`src/rtl/regfile_mp_sb_pkg.sv`:
```
// regfile_mp_sb_pkg: shared widths, address helper and writeback request type
package regfile_mp_sb_pkg;
    localparam int XLEN_DEF = 32;
    localparam int NREGS_DEF = 32;
    function automatic int addr_w(input int n);
        return (n < 2) ? 1 : $clog2(n);
    endfunction
    typedef logic [addr_w(NREGS_DEF)-1:0] reg_addr_t;
    typedef logic [XLEN_DEF-1:0] xword_t;
    typedef struct packed {
        logic      en;
        reg_addr_t addr;
        xword_t    data;
    } wr_req_t;
endpackage

```
`src/rtl/regfile_mp_sb_if.sv`:
```
// regfile_mp_sb_if: decode/writeback/issue bundle between the pipeline and the register file
interface regfile_mp_sb_if
    import regfile_mp_sb_pkg::*;
#(
    parameter int XLEN   = XLEN_DEF,
    parameter int NREGS  = NREGS_DEF,
    parameter int NUM_RD = 2,
    parameter int NUM_WR = 1
);
    localparam int AW = addr_w(NREGS);
    logic [NUM_RD-1:0][AW-1:0]   rd_addr;
    logic [NUM_RD-1:0][XLEN-1:0] rd_data;
    logic [NUM_RD-1:0]           rd_busy;
    logic [NUM_WR-1:0]           wr_en;
    logic [NUM_WR-1:0][AW-1:0]   wr_addr;
    logic [NUM_WR-1:0][XLEN-1:0] wr_data;
    logic                        alloc_en;
    logic [AW-1:0]               alloc_rd;
    logic                        flush;
    logic [AW:0]                 pending_cnt;
    modport master (
        output rd_addr, wr_en, wr_addr, wr_data, alloc_en, alloc_rd, flush,
        input  rd_data, rd_busy, pending_cnt
    );
    modport slave (
        input  rd_addr, wr_en, wr_addr, wr_data, alloc_en, alloc_rd, flush,
        output rd_data, rd_busy, pending_cnt
    );
endinterface

```
`src/rtl/regfile_mp_sb_scoreboard.sv`:
```
// regfile_mp_sb_scoreboard: pending-write vector with flush > alloc > writeback priority and popcount
module regfile_mp_sb_scoreboard #(
    parameter int NREGS    = 32,
    parameter int NUM_WR   = 1,
    parameter int AW       = 5,
    parameter bit ZERO_REG = 1'b1
) (
    input  logic                      clk,
    input  logic                      rst_n,
    input  logic [NUM_WR-1:0]         wr_en,
    input  logic [NUM_WR-1:0][AW-1:0] wr_addr,
    input  logic                      alloc_en,
    input  logic [AW-1:0]             alloc_rd,
    input  logic                      flush,
    output logic [NREGS-1:0]          pending,
    output logic [AW:0]               pending_cnt
);
    logic [NREGS-1:0] nxt;
    logic [AW:0]      cnt;
    always_comb begin
        nxt = pending;
        for (int j = 0; j < NUM_WR; j++)
            if (wr_en[j]) nxt[wr_addr[j]] = 1'b0;
        if (alloc_en) nxt[alloc_rd] = 1'b1;
        if (ZERO_REG) nxt[0] = 1'b0;
        if (flush) nxt = '0;
        cnt = '0;
        for (int r = 0; r < NREGS; r++)
            cnt = cnt + {{AW{1'b0}}, nxt[r]};
    end
    always_ff @(posedge clk or negedge rst_n)
        if (!rst_n) begin
            pending     <= '0;
            pending_cnt <= '0;
        end else begin
            pending     <= nxt;
            pending_cnt <= cnt;
        end
endmodule

```
`src/rtl/regfile_mp_sb.sv`:
```
// regfile_mp_sb: multi-port register file with same-cycle write bypass and pending-write scoreboard
module regfile_mp_sb
    import regfile_mp_sb_pkg::*;
#(
    parameter int XLEN     = XLEN_DEF,
    parameter int NREGS    = NREGS_DEF,
    parameter int NUM_RD   = 2,
    parameter int NUM_WR   = 1,
    parameter bit ZERO_REG = 1'b1
) (
    input logic clk,
    input logic rst_n,
    regfile_mp_sb_if.slave bus
);
    localparam int AW = addr_w(NREGS);
    logic [XLEN-1:0]  regs [NREGS];
    logic [NREGS-1:0] pending;
    // later ports overwrite earlier ones in loop order, so the youngest writer wins
    always_ff @(posedge clk or negedge rst_n)
        if (!rst_n) begin
            for (int r = 0; r < NREGS; r++) regs[r] <= '0;
        end else begin
            for (int j = 0; j < NUM_WR; j++)
                if (bus.wr_en[j] && !(ZERO_REG && bus.wr_addr[j] == '0))
                    regs[bus.wr_addr[j]] <= bus.wr_data[j];
        end
    for (genvar i = 0; i < NUM_RD; i++) begin : g_rd
        logic            hit;
        logic            zero;
        logic [XLEN-1:0] byp;
        always_comb begin
            hit = 1'b0;
            byp = '0;
            for (int j = 0; j < NUM_WR; j++)
                if (bus.wr_en[j] && bus.wr_addr[j] == bus.rd_addr[i]) begin
                    hit = 1'b1;
                    byp = bus.wr_data[j];
                end
        end
        assign zero = ZERO_REG && bus.rd_addr[i] == '0;
        assign bus.rd_data[i] = zero ? '0 : hit ? byp : regs[bus.rd_addr[i]];
        assign bus.rd_busy[i] = pending[bus.rd_addr[i]] && !hit && !zero;
    end
    regfile_mp_sb_scoreboard #(
        .NREGS(NREGS), .NUM_WR(NUM_WR), .AW(AW), .ZERO_REG(ZERO_REG)
    ) u_sb (
        .clk(clk),
        .rst_n(rst_n),
        .wr_en(bus.wr_en),
        .wr_addr(bus.wr_addr),
        .alloc_en(bus.alloc_en),
        .alloc_rd(bus.alloc_rd),
        .flush(bus.flush),
        .pending(pending),
        .pending_cnt(bus.pending_cnt)
    );
endmodule

```
`src/flat_wrapper.sv`:
```
// flat-port wrapper written by rule: the top's interface ports become plain ports
module regfile_mp_sb_flat import regfile_mp_sb_pkg::*;
#(
    parameter int XLEN     = XLEN_DEF,
    parameter int NREGS    = NREGS_DEF,
    parameter int NUM_RD   = 2,
    parameter int NUM_WR   = 1,
    parameter bit ZERO_REG = 1'b1
)
  (clk, rst_n, bus_rd_addr, bus_wr_en, bus_wr_addr, bus_wr_data, bus_alloc_en, bus_alloc_rd, bus_flush, bus_rd_data, bus_rd_busy, bus_pending_cnt);
  regfile_mp_sb_if #(.XLEN(XLEN), .NREGS(NREGS), .NUM_RD(NUM_RD), .NUM_WR(NUM_WR)) bus_i ();
  input logic clk;
  input logic rst_n;
  input wire logic [$bits(bus_i.rd_addr)-1:0] bus_rd_addr;
  input wire logic [$bits(bus_i.wr_en)-1:0] bus_wr_en;
  input wire logic [$bits(bus_i.wr_addr)-1:0] bus_wr_addr;
  input wire logic [$bits(bus_i.wr_data)-1:0] bus_wr_data;
  input wire logic [$bits(bus_i.alloc_en)-1:0] bus_alloc_en;
  input wire logic [$bits(bus_i.alloc_rd)-1:0] bus_alloc_rd;
  input wire logic [$bits(bus_i.flush)-1:0] bus_flush;
  output wire logic [$bits(bus_i.rd_data)-1:0] bus_rd_data;
  output wire logic [$bits(bus_i.rd_busy)-1:0] bus_rd_busy;
  output wire logic [$bits(bus_i.pending_cnt)-1:0] bus_pending_cnt;
  assign bus_i.rd_addr = bus_rd_addr;
  assign bus_i.wr_en = bus_wr_en;
  assign bus_i.wr_addr = bus_wr_addr;
  assign bus_i.wr_data = bus_wr_data;
  assign bus_i.alloc_en = bus_alloc_en;
  assign bus_i.alloc_rd = bus_alloc_rd;
  assign bus_i.flush = bus_flush;
  assign bus_rd_data = bus_i.rd_data;
  assign bus_rd_busy = bus_i.rd_busy;
  assign bus_pending_cnt = bus_i.pending_cnt;
  regfile_mp_sb #(.XLEN(XLEN), .NREGS(NREGS), .NUM_RD(NUM_RD), .NUM_WR(NUM_WR), .ZERO_REG(ZERO_REG)) u_core (.clk(clk), .rst_n(rst_n), .bus(bus_i));
endmodule
```
`config.mk`:
```
export PLATFORM = sky130hd
export DESIGN_NAME = regfile_mp_sb_flat
export DESIGN_NICKNAME = d
export VERILOG_FILES = /design/src/rtl/regfile_mp_sb_pkg.sv /design/src/rtl/regfile_mp_sb_if.sv /design/src/rtl/regfile_mp_sb_scoreboard.sv /design/src/rtl/regfile_mp_sb.sv /design/src/flat_wrapper.sv
export SDC_FILE = /design/constraint.sdc
export NUM_CORES = 2
export LEC_CHECK = 0
export CORE_MARGIN = 1.5
export CORE_UTILIZATION = 50
export DETAILED_ROUTE_END_ITERATION = 10
export DONT_BUFFER_PORTS = 1
export PLACE_DENSITY = 0.77
export SLEW_MARGIN = 20
export SYNTH_ARGS = -nofsm -noshare
export SYNTH_HDL_FRONTEND = slang
export SYNTH_SLANG_ARGS = --single-unit
export TNS_END_PERCENT = 30
```
`constraint.sdc`:
```
create_clock -name clk -period 7.04 [get_ports clk]
set_input_delay 0.704 -clock clk [delete_from_list [all_inputs] [get_ports clk]]
set_output_delay 0.704 -clock clk [all_outputs]
set_load 0.02 [all_outputs]
```
==> results_dict.tcl <==
set metrics [dict create \
    worstSetupStartpoint "bus_wr_addr[0]" \
    violations "negative hold slack" \
    r2r-start "u_core.u_sb.pending[4]$_DFF_PN0_" \
    ys_types 62 \
    dpl.hpwl_mm 89.6 \
    rsz0062_at_grt "no" \
    async_flop_share_pct 100 \
    core_area_sq_um 116000 \
    antenna_found_initial 2 \
    postCtsSetupBuffers 0 \
    synth_cells 4077 \
    finalClockSkew_ps 11.2 \
    p_per_area_nw_per_um2 274 \
    die_y_microns 345 \
    grt_usage_pct 29.1 \
    clk_latency_ps 730 \
    grt_pass1_wl_mm 255 \
    drtIter0Drc 4137 \
    routed_via_density 6.97 \
    drt-total-wl_mm 172 \
    min_path_type "in -> async" \
    firstDrtPassIters 6 \
    clk_pin_slew_worst_paths_ps 60 \
    layout_worst_path_cycle_share_pct 78.4 \
    grt_start_max_net_pins 1062 \
    tightest_slew_ps 1250 \
    crit_chain "nand3b_1 -> o21ai_0 -> a21o_1 -> fa_1 -> fa_1 -> inv_1 -> fa_1 -> inv_1 -> fa_1 -> fa_1 -> inv_1 -> fa_1 -> fa_1 -> fa_1 -> a21o_1 -> a21oi_1 -> xnor2_1" \
    drc_errors 0 \
    fin_tns_setup_ps 0 \
    synth_edf_count 0 \
    cts_num_sinks 1061 \
    tritoncts "built" \
    critPathMaxFanout 14 \
    ys_top_cells_by_area "dfrtp_1, mux2_2, mux4_2" \
    drv_slew 0 \
    synth_area_sq_um 58400 \
    drive_gt1_share_pct 43.3 \
    holdWs_ps -63.1 \
    seq_area_frac_synth_pct 45.5 \
    routed-via-count 37700 \
    ios 129 \
    antenna_cells 0 \
    cts_root_buf "clkbuf_16" \
    critical_path.most_common_cell "fa_1" \
    final-setup-viol-count 0 \
    slowest_stage "fa_1" \
    cts_buffer_depth 3 \
    crit_type "in -> reg" \
    layout.nets 3886 \
    fin_crit_ps 5520 \
    cts_buffers 110 \
    arrival_ps 6170 \
    hold_viol 22 \
    grt_pass1_vias 38300 \
    vdd_drop_max_mv 0.194 \
    startpoint_type "input pin" \
    post_cts_resized 0 \
    synth_nets 4164 \
    yosys_warnings 0 \
    maxCapViolCount 0 \
    h-tree-depth 3 \
    yosys_most_used_dff "dfrtp_1" \
    fmax_mhz 181 \
    syn_area_per_cell_sq_um 14.3 \
    die_w_microns 345 \
    synth_top_cell_area_share_pct 45.5 \
    portBuffers 0 \
    totalPowerFinal_mw 17.1 \
    leakage_nw 26.7 \
    synth_largest_area_cell "dfrtp_1" \
    slowest_delay_ps 500 \
    rows 125 \
    routabilityCongestion 0.843 \
    start_util_pct 50.3 \
    status "finished with violations" \
    antenna_left 0 \
    dieArea_sq_um 119000 \
    synthToLayoutAreaGrowth_pct 6.59 \
    relSlewSlack_pct 16.9 \
    grt-ovfl-total 0 \
    required_ps 7690 \
    wl_per_cell_microns 31.8 \
    ys_ff_latch 1061 \
    worstSetupEndpointType "register" \
]
-- metrics by stage --
stage / hold WS (ps) / std cells / instance area [sq um] / setup WS, ps / util, %
5_1_grt: 45.4 / 5402 / 62200 / 1310 / 53.6
6_report: -63.1 / 5402 / 62200 / 1520 / 53.6
2_1_floorplan: 408 / 4077 / 58400 / 753 / -
3_5_place_dp: 385 / 5203 / 58500 / 787 / 50.4
4_1_cts: -275 / 5394 / 62000 / 1540 / 53.5
3_3_place_gp: 376 / 5203 / 58500 / 865 / 50.4
-- layer usage --
layer | up-vias | routed length, microns | track usage, %
met5 | - | 98 | 0.441
met4 | 4 | 8370 | 13.2
met3 | 448 | 18400 | 8.47
met2 | 1966 | 77600 | 43.6
met1 | 20200 | 67400 | 39.2
li1 | 15100 | - | -
-- worst paths after layout --
kind	to	slack [ps]	cells after the start
max	u_core.u_sb.pending_cnt[4]$_DFF_PN0_	1520	17
min	u_core.regs[675]$_DFFE_PN0P_	-60	1
max reg2reg	u_core.u_sb.pending_cnt[4]$_DFF_PN0_	1780	16
min reg2reg	u_core.regs[993]$_DFFE_PN0P_	400	0
max in group asynchronous	u_core.regs[982]$_DFFE_PN0P_	4600	3
min in group clk	u_core.u_sb.pending[29]$_DFF_PN0_	50	1
-- cells in the final DEF (no fill, tap or decap), types with 48 or more instances in the layout --
cell       instances
dfrtp_1         1061
mux2_2           964
mux4_2           443
mux2i_1          229
clkbuf_16        111
a21oi_1          100
nand2_1           82
o21ai_0           70
a221oi_1          53
a211oi_1          51
buf_4             51
a22oi_1           50
inv_1             48
-- final cells by class --
class                   instances  area [sq um]
fillers                      9336         53800
inverters                      49           184
multi-input cells            2518         29500
clock inverters                22           292
clock buffers                 169          3280
well taps                    1524          1910
repair buffers                 59           578
flip-flops and latches       1061         26600
-- logic make-up (layout without fill, tap and decap cells) --
logic type                 count (synthesis)  after routing  share of synthesized area (%)
adders and majority gates                 30             30                          0.938
muxes                                   1652           1652                           40.2
xor gates and xnor gates                  13             13                          0.195
and+or+nand+nor                          325            325                           2.85
buffers and inverters                    498            299                           4.43
DFF                                     1061           1061                           45.5
AOI/OAI and AO/OA                        498            498                           5.95
-- cells in the mapped netlist, types with 6 or more instances --
master and count:
o211ai_1 10, mux2_2 964, dfrtp_1 1061, buf_1 6, nor3_1 32, o22a_1 10, buf_6 34, o21ai_0 71
clkbuf_1 222, a21oi_1 100, mux4_2 443, a221o_1 44, and3b_1 6, mux2i_1 229, nand3_1 26, nor3b_1 12
buf_2 135, nor2_1 55, o22ai_1 40, a21o_1 19, nand2b_1 19, fa_1 23, o21a_1 11, a31oi_1 6
xnor2_1 12, o21bai_1 13, mux2_1 6, ha_1 7, a22oi_1 50, mux4_1 10, nand2_1 91, nand3b_1 6
a221oi_1 53, a211oi_1 51, nor2_2 6, buf_4 42, nor2b_1 48, inv_1 49
-- flip-flops by register name (all words and copies together), names as in the netlist --
register / cells
u_core.regs: 1024
u_core.u_sb.pending_cnt: 6
u_core.u_sb.pending: 31
-- report_power, final --
group	switching [mW]	total, mW	internal, mW
Combinational	1.17	3.18	2.01
Sequential	0.826	8.05	7.22
Clock	2.50	5.84	3.33
-- worst max-delay path: cells and delay by family --
kind / cells / cell delay [ps]
fa+ha+maj: 8 / 3730
compound gates: 4 / 940
simple gates: 1 / 490
buf+inv: 3 / 150
xor+xnor: 1 / 130
Power figures use the tool's default switching activity.
